[src/rtl/sub_a_rle_pkg.sv]
// sub_a_rle_pkg: shared types, widths and helpers for the sub_a run-length
// capture stage.
// Optional feature macro: SUB_A_RLE_PARITY_EN. When it is defined, each record
// carries an extra top bit holding even parity over the rest of the record.
package sub_a_rle_pkg;

    // Width of the sampled sub_a output vector {testo1_a, testo2_a, testo1_sub_a}.
    localparam int VEC_W = 3;

    // Capture FSM states.
    typedef enum logic {
        ST_IDLE = 1'b0,
        ST_RUN  = 1'b1
    } state_e;

    // Record width for a given run-length counter width.
    function automatic int rec_w(input int cnt_w);
`ifdef SUB_A_RLE_PARITY_EN
        return VEC_W + cnt_w + 1;
`else
        return VEC_W + cnt_w;
`endif
    endfunction

    // Even-parity bit over a record body. The body is zero-extended by the
    // caller, so the padding bits do not change the result.
    function automatic logic rec_parity(input logic [63:0] body);
        return ^body;
    endfunction

endpackage

[src/rtl/sub_a_rle_fifo.sv]
// sub_a_rle_fifo: small synchronous FIFO for capture records.
// Pointers carry one extra wrap bit: equal pointers mean empty, pointers that
// differ only in the wrap bit mean full. The caller decides whether a push is
// allowed; this block writes whenever push is asserted.
module sub_a_rle_fifo #(
    parameter int WIDTH = 11,
    parameter int DEPTH = 4
) (
    input  logic             clk,
    input  logic             reset_n,
    input  logic             push,
    input  logic [WIDTH-1:0] push_data,
    input  logic             pop,
    output logic [WIDTH-1:0] pop_data,
    output logic             full,
    output logic             empty
);

    localparam int          AW      = $clog2(DEPTH);
    localparam logic [AW:0] PTR_ONE = {{AW{1'b0}}, 1'b1};

    logic [AW:0]      r_wr_ptr;
    logic [AW:0]      r_rd_ptr;
    logic [WIDTH-1:0] r_mem [DEPTH];

    // Advance the write pointer on push and the read pointer on a valid pop.
    always_ff @(posedge clk or negedge reset_n) begin
        if (!reset_n) begin
            r_wr_ptr <= '0;
            r_rd_ptr <= '0;
        end else begin
            if (push) begin
                r_wr_ptr <= r_wr_ptr + PTR_ONE;
            end
            if (pop && !empty) begin
                r_rd_ptr <= r_rd_ptr + PTR_ONE;
            end
        end
    end

    // Record storage; cleared on reset so the head reads zero while empty.
    always_ff @(posedge clk or negedge reset_n) begin
        if (!reset_n) begin
            for (int i = 0; i < DEPTH; i++) begin
                r_mem[i] <= '0;
            end
        end else if (push) begin
            r_mem[r_wr_ptr[AW-1:0]] <= push_data;
        end
    end

    assign pop_data = r_mem[r_rd_ptr[AW-1:0]];
    assign empty    = (r_wr_ptr == r_rd_ptr);
    assign full     = (r_wr_ptr[AW] != r_rd_ptr[AW]) &&
                      (r_wr_ptr[AW-1:0] == r_rd_ptr[AW-1:0]);

endmodule

[src/rtl/sub_a_rle_capture.sv]
// sub_a_rle_capture: run-length capture of the three sub_a outputs.
// Each enabled cycle samples {testo1_a, testo2_a, testo1_sub_a}; whenever the
// value changes (or capture is disabled mid-run) one record {value, run_length}
// is queued in a FIFO and drained through a valid/ready port.
// Optional feature macro: SUB_A_RLE_PARITY_EN (even-parity bit on top of each
// record, computed when the record is pushed).
//
// Output handshake: a record moves when out_valid && out_ready at a rising clk
// edge. out_valid never depends on out_ready, and out_valid/out_data hold
// steady until the head record is accepted.
module sub_a_rle_capture
    import sub_a_rle_pkg::*;
#(
    parameter int CNT_W      = 8,
    parameter int FIFO_DEPTH = 4
) (
    input  logic                     clk,
    input  logic                     reset_n,
    input  logic                     enable,
    input  logic                     testo1_a,
    input  logic                     testo2_a,
    input  logic                     testo1_sub_a,
    input  logic                     clr_ovf,
    output logic                     out_valid,
    input  logic                     out_ready,
    output logic [rec_w(CNT_W)-1:0]  out_data,
    output logic                     overflow,
    output state_e                   dbg_state
);

    localparam int               REC_W   = rec_w(CNT_W);
    localparam logic [CNT_W-1:0] CNT_ONE = {{(CNT_W-1){1'b0}}, 1'b1};
    localparam logic [CNT_W-1:0] CNT_MAX = '1;

    // Sampling stage: enable and vector are registered together so the FSM
    // always sees a matching pair.
    logic [VEC_W-1:0] r_cur;
    logic             r_en;

    // Run tracking.
    state_e           r_state;
    logic [VEC_W-1:0] r_prev_vec;
    logic [CNT_W-1:0] r_run_cnt;

    logic             r_overflow;

    logic                     w_push_req;
    logic                     w_push_ok;
    logic                     w_pop;
    logic                     w_full;
    logic                     w_empty;
    logic [VEC_W+CNT_W-1:0]   w_body;
    logic [REC_W-1:0]         w_push_data;

    // Register the same-domain sub_a outputs and the enable.
    always_ff @(posedge clk or negedge reset_n) begin
        if (!reset_n) begin
            r_cur <= '0;
            r_en  <= 1'b0;
        end else begin
            r_cur <= {testo1_a, testo2_a, testo1_sub_a};
            r_en  <= enable;
        end
    end

    // A run ends when the sampled value changes or capture is switched off.
    assign w_push_req = (r_state == ST_RUN) && (!r_en || (r_cur != r_prev_vec));
    assign w_pop      = out_valid && out_ready;
    // A full FIFO still takes a record when the head leaves on the same edge.
    assign w_push_ok  = w_push_req && (!w_full || w_pop);

    assign w_body = {r_prev_vec, r_run_cnt};
`ifdef SUB_A_RLE_PARITY_EN
    assign w_push_data = {rec_parity(64'(w_body)), w_body};
`else
    assign w_push_data = w_body;
`endif

    // Capture FSM: start a run, extend it (saturating), or close it.
    always_ff @(posedge clk or negedge reset_n) begin
        if (!reset_n) begin
            r_state    <= ST_IDLE;
            r_prev_vec <= '0;
            r_run_cnt  <= '0;
        end else begin
            case (r_state)
                ST_IDLE: begin
                    if (r_en) begin
                        r_prev_vec <= r_cur;
                        r_run_cnt  <= CNT_ONE;
                        r_state    <= ST_RUN;
                    end
                end
                ST_RUN: begin
                    if (!r_en) begin
                        r_state <= ST_IDLE;
                    end else if (r_cur != r_prev_vec) begin
                        r_prev_vec <= r_cur;
                        r_run_cnt  <= CNT_ONE;
                    end else if (r_run_cnt != CNT_MAX) begin
                        r_run_cnt <= r_run_cnt + CNT_ONE;
                    end
                end
                default: begin
                    r_state <= ST_IDLE;
                end
            endcase
        end
    end

    // Sticky drop flag; a drop in the same cycle as a clear keeps it set.
    always_ff @(posedge clk or negedge reset_n) begin
        if (!reset_n) begin
            r_overflow <= 1'b0;
        end else if (w_push_req && !w_push_ok) begin
            r_overflow <= 1'b1;
        end else if (clr_ovf) begin
            r_overflow <= 1'b0;
        end
    end

    sub_a_rle_fifo #(
        .WIDTH (REC_W),
        .DEPTH (FIFO_DEPTH)
    ) u_fifo (
        .clk       (clk),
        .reset_n   (reset_n),
        .push      (w_push_ok),
        .push_data (w_push_data),
        .pop       (w_pop),
        .pop_data  (out_data),
        .full      (w_full),
        .empty     (w_empty)
    );

    assign out_valid = !w_empty;
    assign overflow  = r_overflow;
    assign dbg_state = r_state;

endmodule

[config.mk]
export PLATFORM = sky130hd
export DESIGN_NAME = sub_a_rle_capture
export DESIGN_NICKNAME = d
export VERILOG_FILES = /design/src/rtl/sub_a_rle_pkg.sv /design/src/rtl/sub_a_rle_fifo.sv /design/src/rtl/sub_a_rle_capture.sv
export SDC_FILE = /design/constraint.sdc
export NUM_CORES = 1
export LEC_CHECK = 0
export ABC_AREA = 0
export CORE_ASPECT_RATIO = 0.7
export CORE_UTILIZATION = 55
export DETAILED_ROUTE_END_ITERATION = 16
export GPL_TIMING_DRIVEN = 1
export PLACE_DENSITY_LB_ADDON = 0.05
export REMOVE_ABC_BUFFERS = 1
export SLEW_MARGIN = 20
export SYNTH_ARGS = -nofsm -noshare
export SYNTH_HDL_FRONTEND = slang
export SYNTH_SLANG_ARGS = --single-unit
[constraint.sdc]
create_clock -name clk -period 2.25 [get_ports clk]
set_clock_uncertainty 0.2 [all_clocks]
set_input_delay 0.3375 -clock clk [delete_from_list [all_inputs] [get_ports clk]]
set_output_delay 0.3375 -clock clk [all_outputs]
set_load 0.1 [all_outputs]
* After elaboration in Yosys (flattened, before gate mapping) *
Index checks and enable logic that the tools add are counted.

cells by class
  $add $sub $neg = 3
  bitwise gates (word level) = 3
  $lt $le $gt $ge = 3
  multiplexer cells = 18
  eq/ne operators = 9
  reductions and logical operators = 16

operators with widths
  kind                                                      count
  bitwise mux 44 bit                                        1
  two-way mux 11 bit                                        3
  two-way mux 8 bit                                         4
  binary-select mux 11 bit (select 2 bit)                   1
  demux 11 bit (select 2 bit)                               1
  one-hot mux 8 bit (2 select lines)                        1
  two-way mux 3 bit                                         3
  adder 8 x 1 -> 8 bit, second input constant               1
  != test 8 bit, second input constant                      1
  logical AND 1 bit                                         7
  adder 3 x 1 -> 3 bit, second input constant               2
  greater-or-equal comparator 3 bit, second input constant  2
  NOT 2 -> 3 bit                                            2
  one-hot mux 3 bit (2 select lines)                        1
  AND reduction 3 bit                                       2
  zero test 1 bit                                           4
  != test 2 bit, second input constant                      2
  equality test 3 bit                                       1
  < comparator 3 x 1 -> 1 bit, second input constant        1
  two-way mux 1 bit                                         3
  != test 3 x 1 -> 1 bit, second input constant             1
  != test 3 bit                                             1
  equality test 2 bit                                       1
  logical OR 1 bit                                          2
  4 further kinds                                           4

storage, ports and cells
  register bits = 67
  bits of input ports = 8
  output and inout bits = 14
  word-level logic and storage cells = 64

* Logic depth before layout (Yosys ltp) *
Gate-level depths: netlist of run 1.

  depth in word-level cells = 8
  mapped depth = 6
  depth with buffers taken out = 5

* Cells and area by module *
A second synthesis of run 1 with hierarchy kept.

second synthesis, totals
  cell total of the unflattened synthesis = 217
  area, all modules = 3074.2 µm²

modules (own cells, without submodules)
  module             area an instance (µm²)  times used  cells an instance  seq. area each (µm²)
  sub_a_rle_fifo     2287.2                  1           149                1251.2
  sub_a_rle_capture  787.0                   1           68                 425.4

* Worst setup path before layout of run 1 *
Ideal clock, no wire load.

  path kind = reg2reg
  from = reg u_fifo.r_rd_ptr[0]
  to = reg u_fifo.r_rd_ptr[1]
  library setup time = 0.125 ns
  setup slack = -0.202 ns
  period minus slack after synthesis = 2.452 ns
  data required time = 1.925 ns
  arrival = 2.128 ns
  buffers on the path = 0
  cell stages (with the launch flop) = 5
  path through = dfrtp_1 > xnor2_1 > nand3b_1 > nand2_1 > mux2_2

on the way
  longest elaborated chain between the ends = 4
  elaborated cells on any way between the ends = 5
  those cells by class = add/sub: 1; eq/ne: 1; reduce/logical: 3

RTL lines
  what                      line                      source
  start: declaration        sub_a_rle_fifo.sv:23      logic [AW:0] r_rd_ptr;
  start signal: assignment  sub_a_rle_fifo.sv:36      r_rd_ptr <= r_rd_ptr + PTR_ONE;
  equality test 3 bit (*)   sub_a_rle_fifo.sv:53      assign empty = (r_wr_ptr == r_rd_ptr);
  zero test 1 bit (*)       sub_a_rle_capture.sv:136  assign out_valid = !w_empty;
  via out_valid             sub_a_rle_capture.sv:24   output logic out_valid,
  logical AND 1 bit         sub_a_rle_capture.sv:68   assign w_pop = out_valid && out_ready;
  logical AND 1 bit (*)     sub_a_rle_fifo.sv:35      if (pop && !empty) begin

The timed path passes the listed nets; every way through them passes the cells marked *.
A chain may end at the register's enable or synchronous reset.

* Worst setup path after layout of run 1 *
  from = reg u_fifo.r_rd_ptr[0]
  to = out out_data[8]

on the way
  longest elaborated chain between the ends = 4

RTL lines
  what                                                   line                     source
  NOT 2 -> 3 bit (not written as such)                   sub_a_rle_fifo.sv:52     assign pop_data = r_mem[r_rd_ptr[AW-1:0]];
  binary-select mux 11 bit (select 2 bit)                sub_a_rle_fifo.sv:52
  two-way mux 11 bit (not written as such) (2 in a row)  sub_a_rle_fifo.sv:52
  end: declaration                                       sub_a_rle_capture.sv:26  output logic [rec_w(CNT_W)-1:0] out_data,

Every way passes these cells. The select of a mux whose other input is x is not followed.

==> results of run 1 <==
## layout make-up
type | count | area share
flip-flops and latches | 67 | 0.4276
repair buffers | 42 | 0.1333
clock buffers | 9 | 0.03157
inverters | 6 | 0.005740
well taps | 72 | 0.02296
multi-input cells | 121 | 0.3591
clock inverters | 7 | 0.01977
## registers in the layout, summed over array words and instances (netlist names)
signal / cells
r_prev_vec: 3
r_cur: 3
dbg_state: 1
u_fifo.r_wr_ptr: 3
u_fifo.r_mem: 44
overflow: 1
r_en: 1
r_run_cnt: 8
u_fifo.r_rd_ptr: 3
## logic make-up (layout without fill, tap and decap cells)
| kind of cell | count (synthesis) | count (layout) | synth area share |
|---|---|---|---|
| DFF | 67 | 67 | 0.5288 |
| muxes | 61 | 61 | 0.2932 |
| and+or+nand+nor | 23 | 23 | 0.05051 |
| AOI/OAI and AO/OA | 21 | 21 | 0.04697 |
| buffers and inverters | 16 | 64 | 0.02920 |
| xor gates and xnor gates | 10 | 10 | 0.02762 |
| adders and majority gates | 6 | 6 | 0.02368 |
## metal layers
metal	up-vias	track usage	wire length, µm
met3	13	0.08912	336
met2	43	0.3759	3010
met1	972	0.3100	2801
met5	-	0	0
li1	830	-	-
met4	0	0.09038	127
## per-stage QoR
step	util	instances	setup TNS (ps)
2_1_floorplan	-	194	-20760
3_3_place_gp	0.6790	304	-10.87
3_5_place_dp	0.6790	304	-415.7
4_1_cts	0.7210	323	-16.29
5_1_grt	0.7273	324	-63.95
6_report	0.7273	324	0
## cell usage in the layout (no fill, tap or decap), types with 3 or more instances in the layout
cell type,instances
dfrtp_1,66
mux2_4,32
buf_4,19
mux2_2,17
buf_12,14
mux4_2,11
clkbuf_8,9
a21oi_1,8
inv_1,6
ha_1,6
clkdlybuf4s50_1,6
xnor2_1,5
xor2_1,4
nor3b_2,4
nand2_1,4
o21ai_0,4
clkinvlp_4,4
nand3_1,3
nor2_1,3
## worst max-delay path: stages (launching register included)
cell and delay (ps):
dfrtp_2 430, buf_12 150, mux4_2 560, buf_12 200
## repair_timing
item | 4_1_cts | 5_1_grt
setup endpoints to repair | 11 | 31
buffers inserted | 2 | 0
gates resized for setup | 0 | 2
gates cloned | 0 | 1
hold buffers | 1 | 0
hold endpoints to repair | 67 | 0
## report_power, final
part           total [mW]  switching, mW  internal [mW]
clock                1.01          0.497          0.516
combinational        2.56           1.40           1.16
sequential           1.65          0.184           1.46
## final timing paths
check,endpoint,slack [ps],cells after the start
hold reg to reg,u_fifo.r_mem[21],310,1
setup / recovery,out_data[8],20,3
min in group asynchronous,u_fifo.r_mem[42],320,3
setup reg to reg,u_fifo.r_mem[32],100,6
max in group asynchronous,u_fifo.r_mem[2],1230,3
hold / removal,r_cur[0],210,1
==> flow_summary_export.csv, run 1 <==
group,metric,value,unit
run_status,status,"completed",
layout,final_nets,261,
logic_synthesis,synth_cell_type_count,32,
grt,grt_antenna_before_repair,0,
drt,avgRoutedWirePerCell,19.37,µm
grt,grtUsageTotal,0.2407,
clock_tree,cts_inserted_buffers,9,
timing,rsz0062_at_grt,"true",
floorplanning,fp.dieW,92.75,µm
drt,dr.pass1.iters,4,
timing,final_max_slew_viol_count,0,
run,drv_cap,0,
logic_synthesis,yosysTopAreaCell,"dfrtp_1",
clock_tree,clk_latency,350,ps
power_and_ir_drop,p_leak,1.752,nW
layout,fillers,348,
logic_synthesis,yosysTopAreaCellShare,0.5288,
logic_synthesis,syn_area,3171,µm²
timing,post-route-min-period,2231,ps
timing,setup_viol_count_final,0,
drt,ant_nets,0,
worst_setup_path,required,1710,ps
place,dp_hpwl,4281,µm
floorplanning,dieArea,6077,µm²
power_and_ir_drop,vdd_drop_max,1.067,mV
worst_setup_path,startpoint,"u_fifo.r_rd_ptr[0]",
layout,post-route-cell-area,3924,µm²
worst_setup_path,critPathMaxFanout,6,
timing,relSlewSlack,0.6518,
timing,hold_ws,212.9,ps
layout,multi_input_area,1409,µm²
timing,finalCritPeriodShare,0.9915,
logic_synthesis,synth_edf_count,0,
grt,grt_start_max_net_pins,68,
logic_synthesis,synth_flop_cell,"dfrtp_1",
worst_setup_path,path_class,"flop to primary output",
worst_hold_path,min_from,"testo1_sub_a",
drt,drtIter0Drc,70,
floorplanning,die_h,65.53,µm
floorplanning,start_util,0.5877,
grt,grt_pass1_vias,1996,
drt,vias,1858,
timing,worstMarginPinSlew,518.4,ps
drt,route.detailed.drc,0,
timing,hold_viol,0,
logic_synthesis,ys_top_cells_by_area,"dfrtp_1 (53%), mux2_4 (15%), mux4_2 (7.8%), mux2_2 (6.0%), ha_1 (2.4%)",
grt,grt-ovfl-total,0,
logic_synthesis,yosys_warnings,0,
layout,antenna_cells,0,
clock_tree,cts_max_path_buffers,2,
clock_tree,cts_tree,"yes",
logic_synthesis,synth.most_common_cell,"dfrtp_1",
worst_setup_path,endpoint_kind,"primary output",
worst_hold_path,hold_class,"input port to flop",
power_and_ir_drop,power,5.218,mW
place,port_buffers,21,
clock_tree,htreeDepth,3,
logic_synthesis,yosys-top-cells-count,"dfrtp_1 (67), mux2_4 (32), mux2_2 (17)",
drt,viasPerCell,5.735,
timing,setup_ws,19.14,ps
worst_setup_path,r2r-start,"u_fifo.r_rd_ptr[0]",
grt,grt_pass1_wl,10420,µm
floorplanning,num_rows,22,
timing,fmax,448.3,MHz
logic_synthesis,syn_inst,204,
worst_setup_path,worstPathArrival,1690,ps
floorplanning,pin_count,22,
logic_synthesis,synth_seq_cells,67,
place,dpl_cell_area,3664,µm²
clock_tree,clock_sink_count,67,
logic_synthesis,syn_avg_cell_area,15.54,µm²
clock_tree,cts_root_buf,"clkbuf_8",
clock_tree,path_clk_slew,80,ps
place,gp_congestion,0.8010,
power_and_ir_drop,p_per_area,1330,nW/µm²
logic_synthesis,yosysSeqAreaShare,0.5288,
logic_synthesis,async_flop_share,1.000,
floorplanning,fp.coreArea,5395,µm²
drt,routed_wl,6276,µm
layout,seq_area,1678,µm²
layout,area_delta_synth_final,23.76,%
layout,drive_above_1_share,0.4722,
worst_setup_path,start_kind,"flop",
place,post-place-ws,-44.07,ps
Power figures use the tool's default switching activity.
==> inputs of run 2 (changes only) <==
--- a/config.mk
+++ b/config.mk
@@ -10,8 +10,10 @@
 export CORE_UTILIZATION = 55
 export DETAILED_ROUTE_END_ITERATION = 16
 export GPL_TIMING_DRIVEN = 1
+export HOLD_SLACK_MARGIN = 0.15
 export PLACE_DENSITY_LB_ADDON = 0.05
 export REMOVE_ABC_BUFFERS = 1
+export SKIP_CTS_REPAIR_TIMING = 1
 export SLEW_MARGIN = 20
 export SYNTH_ARGS = -nofsm -noshare
 export SYNTH_HDL_FRONTEND = slang
==> constraint.sdc (replaced) <==
create_clock -name clk -period 2.25 [get_ports clk]
set_clock_uncertainty 0.2 [all_clocks]
set_input_delay 0.225 -clock clk [delete_from_list [all_inputs] [get_ports clk]]
set_output_delay 0.225 -clock clk [all_outputs]
set_load 0.1 [all_outputs]
==> flow_summary_export.csv, run 2 (synthesis gave the netlist of run 1 again) <==
group,metric,value,unit
power_and_ir_drop,power,5.055,mW
layout,final_common_cell,"dfrtp_1",
clock_tree,path_clk_slew,70,ps
layout,multi_input_area,1409,µm²
worst_setup_path,startpoint,"u_fifo.r_rd_ptr[0]",
worst_setup_path,worstPathArrival,1720,ps
power_and_ir_drop,vdd_drop_max,1.014,mV
worst_setup_path,path_class,"flop to primary output",
floorplanning,pin_count,22,
floorplanning,num_rows,22,
worst_hold_path,hold_class,"input port to asynchronous set/reset pin",
place,gp_congestion,0.8510,
layout,seq_area,1677,µm²
drt,viasPerCell,5.655,
place,dp_hpwl,4239,µm
layout,fillers,328,
timing,relSlewSlack,0.6122,
drt,route.detailed.drc,0,
timing,fmax,466.3,MHz
clock_tree,cts_inserted_buffers,9,
layout,largest_reg_flops,44,
layout,reg_top3,"u_fifo.r_mem: 44 flops, r_run_cnt: 8 flops",
floorplanning,fp.coreArea,5395,µm²
worst_setup_path,start_kind,"flop",
timing,rsz0062_at_grt,"false",
layout,antenna_cells,0,
drt,dr.pass1.iters,5,
power_and_ir_drop,p_per_area,1293,nW/µm²
layout,drive_above_1_share,0.4545,
layout,final_cell_mix,"dfrtp_1 (67), mux2_4 (32), buf_4 (18)",
drt,ant_nets,0,
floorplanning,die_h,65.53,µm
layout,top_register,"u_fifo.r_mem",
layout,finalNonFillerCells,325,
floorplanning,start_util,0.5877,
drt,routed_wl,5975,µm
timing,fin_tns_setup,0,ps
clock_tree,cts_root_buf,"clkbuf_8",
grt,grt_pass1_wl,9991,µm
grt,grt_pass1_vias,1991,
run_status,status,"completed",
grt,grt-ovfl-total,0,
timing,post-route-min-period,2145,ps
place,place_inst,305,
drt,vias,1838,
place,port_buffers,21,
clock_tree,clock_sink_count,67,
timing,finalCritPeriodShare,0.9531,
timing,hold_viol,0,
worst_setup_path,r2r-start,"r_prev_vec[1]",
worst_setup_path,endpoint_kind,"primary output",
grt,grtUsageTotal,0.2290,
clock_tree,htreeDepth,3,
clock_tree,cts_max_path_buffers,2,
clock_tree,clk_latency,330,ps
floorplanning,fp.dieW,92.75,µm
timing,worstMarginPinSlew,577.2,ps
drt,avgRoutedWirePerCell,18.38,µm
clock_tree,cts_tree,"yes",
timing,final_max_slew_viol_count,0,
layout,final_nets,263,
worst_setup_path,required,1820,ps
grt,grt_start_max_net_pins,30,
floorplanning,dieArea,6077,µm²
drt,drtIter0Drc,52,
grt,grt_antenna_before_repair,0,
worst_setup_path,ff2ff_path_depth,6,
power_and_ir_drop,p_leak,1.759,nW
run,drv_cap,0,
worst_setup_path,critPathMaxFanout,7,
layout,area_delta_synth_final,23.32,%
timing,setup_viol_count_final,0,
-- run 2: cell types whose count changed in the layout (fill, tap and decap cells not counted) --
cell / before / now
buf_4: 19 / 18
clkbuf_16: 1 / 0
clkinv_2: 0 / 4
clkinv_4: 1 / 0
clkinvlp_4: 4 / 1
dfrtp_1: 66 / 67
dfrtp_2: 1 / 0
dlygate4sd3_1: 1 / 5
inv_6: 1 / 0
-- run 2: path summary, 6_finish.rpt --
path	slack [ps]	to
min in group clk	270	overflow
worst min-delay path	150	u_fifo.r_mem[31]
max in group asynchronous	1040	u_fifo.r_mem[8]
worst min register to register	300	u_fifo.r_wr_ptr[2]
worst max-delay path	110	out_data[8]
worst max register to register	140	u_fifo.r_mem[32]
-- run 2: per-stage QoR --
stage	util	area [µm²]	worst slack (ps)	hold WS [ps]
finish	0.7247	3910	105.4	151.3
floorplan	-	3100	-540.1	-270.6
global route	0.7247	3910	22.41	161.5
CTS	0.7141	3852	72.12	-398.2
global placement	0.6804	3671	118.7	-51.19
detailed placement	0.6804	3671	79.17	-34.29
-- run 2: metal layers --
| metal | up-vias | global-route usage | share of wire |
|---|---|---|---|
| li1 | 834 | - | - |
| met1 | 954 | 0.2953 | 0.48 |
| met2 | 43 | 0.3676 | 0.47 |
| met3 | 7 | 0.08218 | 0.034 |
| met4 | 0 | 0.06923 | 0.014 |
| met5 | - | 0 | 0 |
-- run 2: layout make-up --
class / instances / area share
Clock buffer: 9 / 0.03168
Clock inverter: 6 / 0.01472
Inverter: 6 / 0.005760
Multi-Input combinational cell: 121 / 0.3603
Sequential cell: 67 / 0.4288
Tap cell: 72 / 0.02304
Timing Repair Buffer: 44 / 0.1357
-- run 2: worst max-delay path, cell delays in order (launching register included) --
cell and delay (ps):
dfrtp_1 390, buf_4 220, mux4_2 570, buf_12 190
-- run 2: power by group --
part	internal, mW	switching, mW
logic	1.10	1.39
clock network	0.497	0.426
registers	1.46	0.186
total	3.06	2.00
==> inputs of run 3 (changes only) <==
--- a/config.mk
+++ b/config.mk
@@ -8,6 +8,7 @@
 export ABC_AREA = 0
 export CORE_ASPECT_RATIO = 0.7
 export CORE_UTILIZATION = 55
+export CTS_BUF_LIST = sky130_fd_sc_hd__clkbuf_4
 export DETAILED_ROUTE_END_ITERATION = 16
 export GPL_TIMING_DRIVEN = 1
 export HOLD_SLACK_MARGIN = 0.15
==> flow_summary_export.csv, run 3 (synthesis gave the netlist of run 1 again) <==
group,metric,value,unit
timing,worstMarginPinSlew,632.6,ps
floorplanning,pin_count,22,
worst_setup_path,start_kind,"flop",
drt,dr.pass1.iters,5,
drt,drtIter0Drc,86,
layout,final_cell_mix,"dfrtp_1 (67), mux2_4 (32), mux2_2 (17), buf_4 (17), buf_12 (14)",
drt,route.detailed.drc,0,
timing,fmax,457.9,MHz
layout,area_delta_synth_final,22.57,%
worst_setup_path,crit_family,"multiplexers",
floorplanning,start_util,0.5877,
clock_tree,cts_root_buf,"clkbuf_4",
clock_tree,clk_latency,390,ps
power_and_ir_drop,vdd_drop_max,0.9975,mV
place,port_buffers,21,
worst_setup_path,path_cells,"buf_6 > mux4_2 > buf_12",
grt,grt-ovfl-total,0,
layout,multi_input_area,1416,µm²
grt,grtUsageTotal,0.2259,
clock_tree,clock_sink_count,67,
drt,vias,1856,
place,post-place-ws,79.17,ps
clock_tree,htreeDepth,3,
clock_tree,cts_inserted_buffers,9,
worst_setup_path,slowest_stage,"mux4_2",
drt,avgRoutedWirePerCell,18.40,µm
worst_setup_path,cpPeakStageDelay,560,ps
floorplanning,fp.coreArea,5395,µm²
timing,fin_tns_setup,0,ps
place,dp_hpwl,4239,µm
timing,rsz0062_at_grt,"true",
power_and_ir_drop,p_per_area,1256,nW/µm²
worst_setup_path,endpoint_kind,"primary output",
layout,largest_reg_flops,44,
grt,grt_pass1_wl,9970,µm
drt,ant_nets,0,
worst_hold_path,hold_class,"input port to asynchronous set/reset pin",
worst_setup_path,worstPathArrival,1760,ps
grt,busiest_layer,"met2",
drt,routed_wl,6017,µm
timing,setup_ws,66.29,ps
floorplanning,fp.dieW,92.75,µm
grt,grt_antenna_before_repair,0,
layout,final_nets,265,
timing,final_max_slew_viol_count,0,
layout,reg_top3,"u_fifo.r_mem: 44 flops, r_run_cnt: 8 flops",
layout,antenna_cells,0,
layout,final_common_cell,"dfrtp_1",
floorplanning,die_h,65.53,µm
grt,use_met3,0.06134,
timing,relSlewSlack,0.5751,
worst_setup_path,cp.buffers_inverters,2,
grt,grt_pass1_vias,1987,
layout,seq_area,1677,µm²
power_and_ir_drop,p_leak,1.748,nW
layout,finalNonFillerCells,327,
run_status,status,"completed",
place,place_inst,305,
grt,grt_start_max_net_pins,30,
timing,hold_ws,199.4,ps
timing,finalCritPeriodShare,0.9705,
timing,post-route-min-period,2184,ps
layout,top_register,"u_fifo.r_mem",
floorplanning,dieArea,6077,µm²
grt,use_met2,0.3657,
place,gp_congestion,0.8510,
layout,fillers,335,
run,drv_cap,0,
grt,grt_use_met1,0.2945,
clock_tree,cts_tree,"yes",
clock_tree,path_clk_slew,100,ps
drt,viasPerCell,5.676,
worst_setup_path,required,1820,ps
worst_setup_path,critPathMaxFanout,7,
layout,drive_above_1_share,0.4588,
clock_tree,cts_max_path_buffers,2,
timing,hold_viol,0,
timing,setup_viol_count_final,0,
floorplanning,num_rows,22,
worst_setup_path,path_class,"flop to primary output",
## run 3: cell count changes in the layout (fill, tap and decap cells not counted), sizes merged
cell	change
dlygate4sd3	+1
buf	+1
## run 3: final timing paths
path                                     from                 end  slack (ps)  cells after the start
setup / recovery           u_fifo.r_rd_ptr[0]        out_data[10]          70                      3
hold / removal                        reset_n    u_fifo.r_mem[39]         200                      3
setup reg to reg                r_prev_vec[0]     u_fifo.r_mem[9]         100                      6
hold reg to reg            u_fifo.r_wr_ptr[2]  u_fifo.r_wr_ptr[2]         310                      1
max in group asynchronous             reset_n    u_fifo.r_mem[28]         630                      3
min in group clk                      clr_ovf            overflow         220                      2
## run 3: per-layer routing
layer	vias to the layer above	part of all wire
met5	-	0
met4	0	0.0070
met3	4	0.033
met2	41	0.48
met1	970	0.48
li1	841	-
## run 3: worst min-delay path: cells and delay by family
kind | cells | cell delay [ps]
buffers and inverters | 3 | 930
## run 3: per-stage QoR
stage          total power, mW  cell area, µm²    util
2_1_floorplan            3.302            3100       -
5_1_grt                  5.100            3886  0.7203
6_report                 4.880            3886  0.7203
4_1_cts                  4.866            3796  0.7036
3_3_place_gp             4.074            3671  0.6804
3_5_place_dp             4.139            3671  0.6804
## run 3: area by class of cell
cell class	instances	area share
flip-flops and latches	67	0.4314
inverters	6	0.005795
well taps	72	0.02318
multi-input cells	121	0.3645
clock buffers	9	0.01739
repair buffers	46	0.1429
clock inverters	6	0.01481
## run 3: report_power, final
group / internal [mW] / switching [mW]
registers: 1.46 / 0.186
logic: 1.12 / 1.39
clock network: 0.325 / 0.395
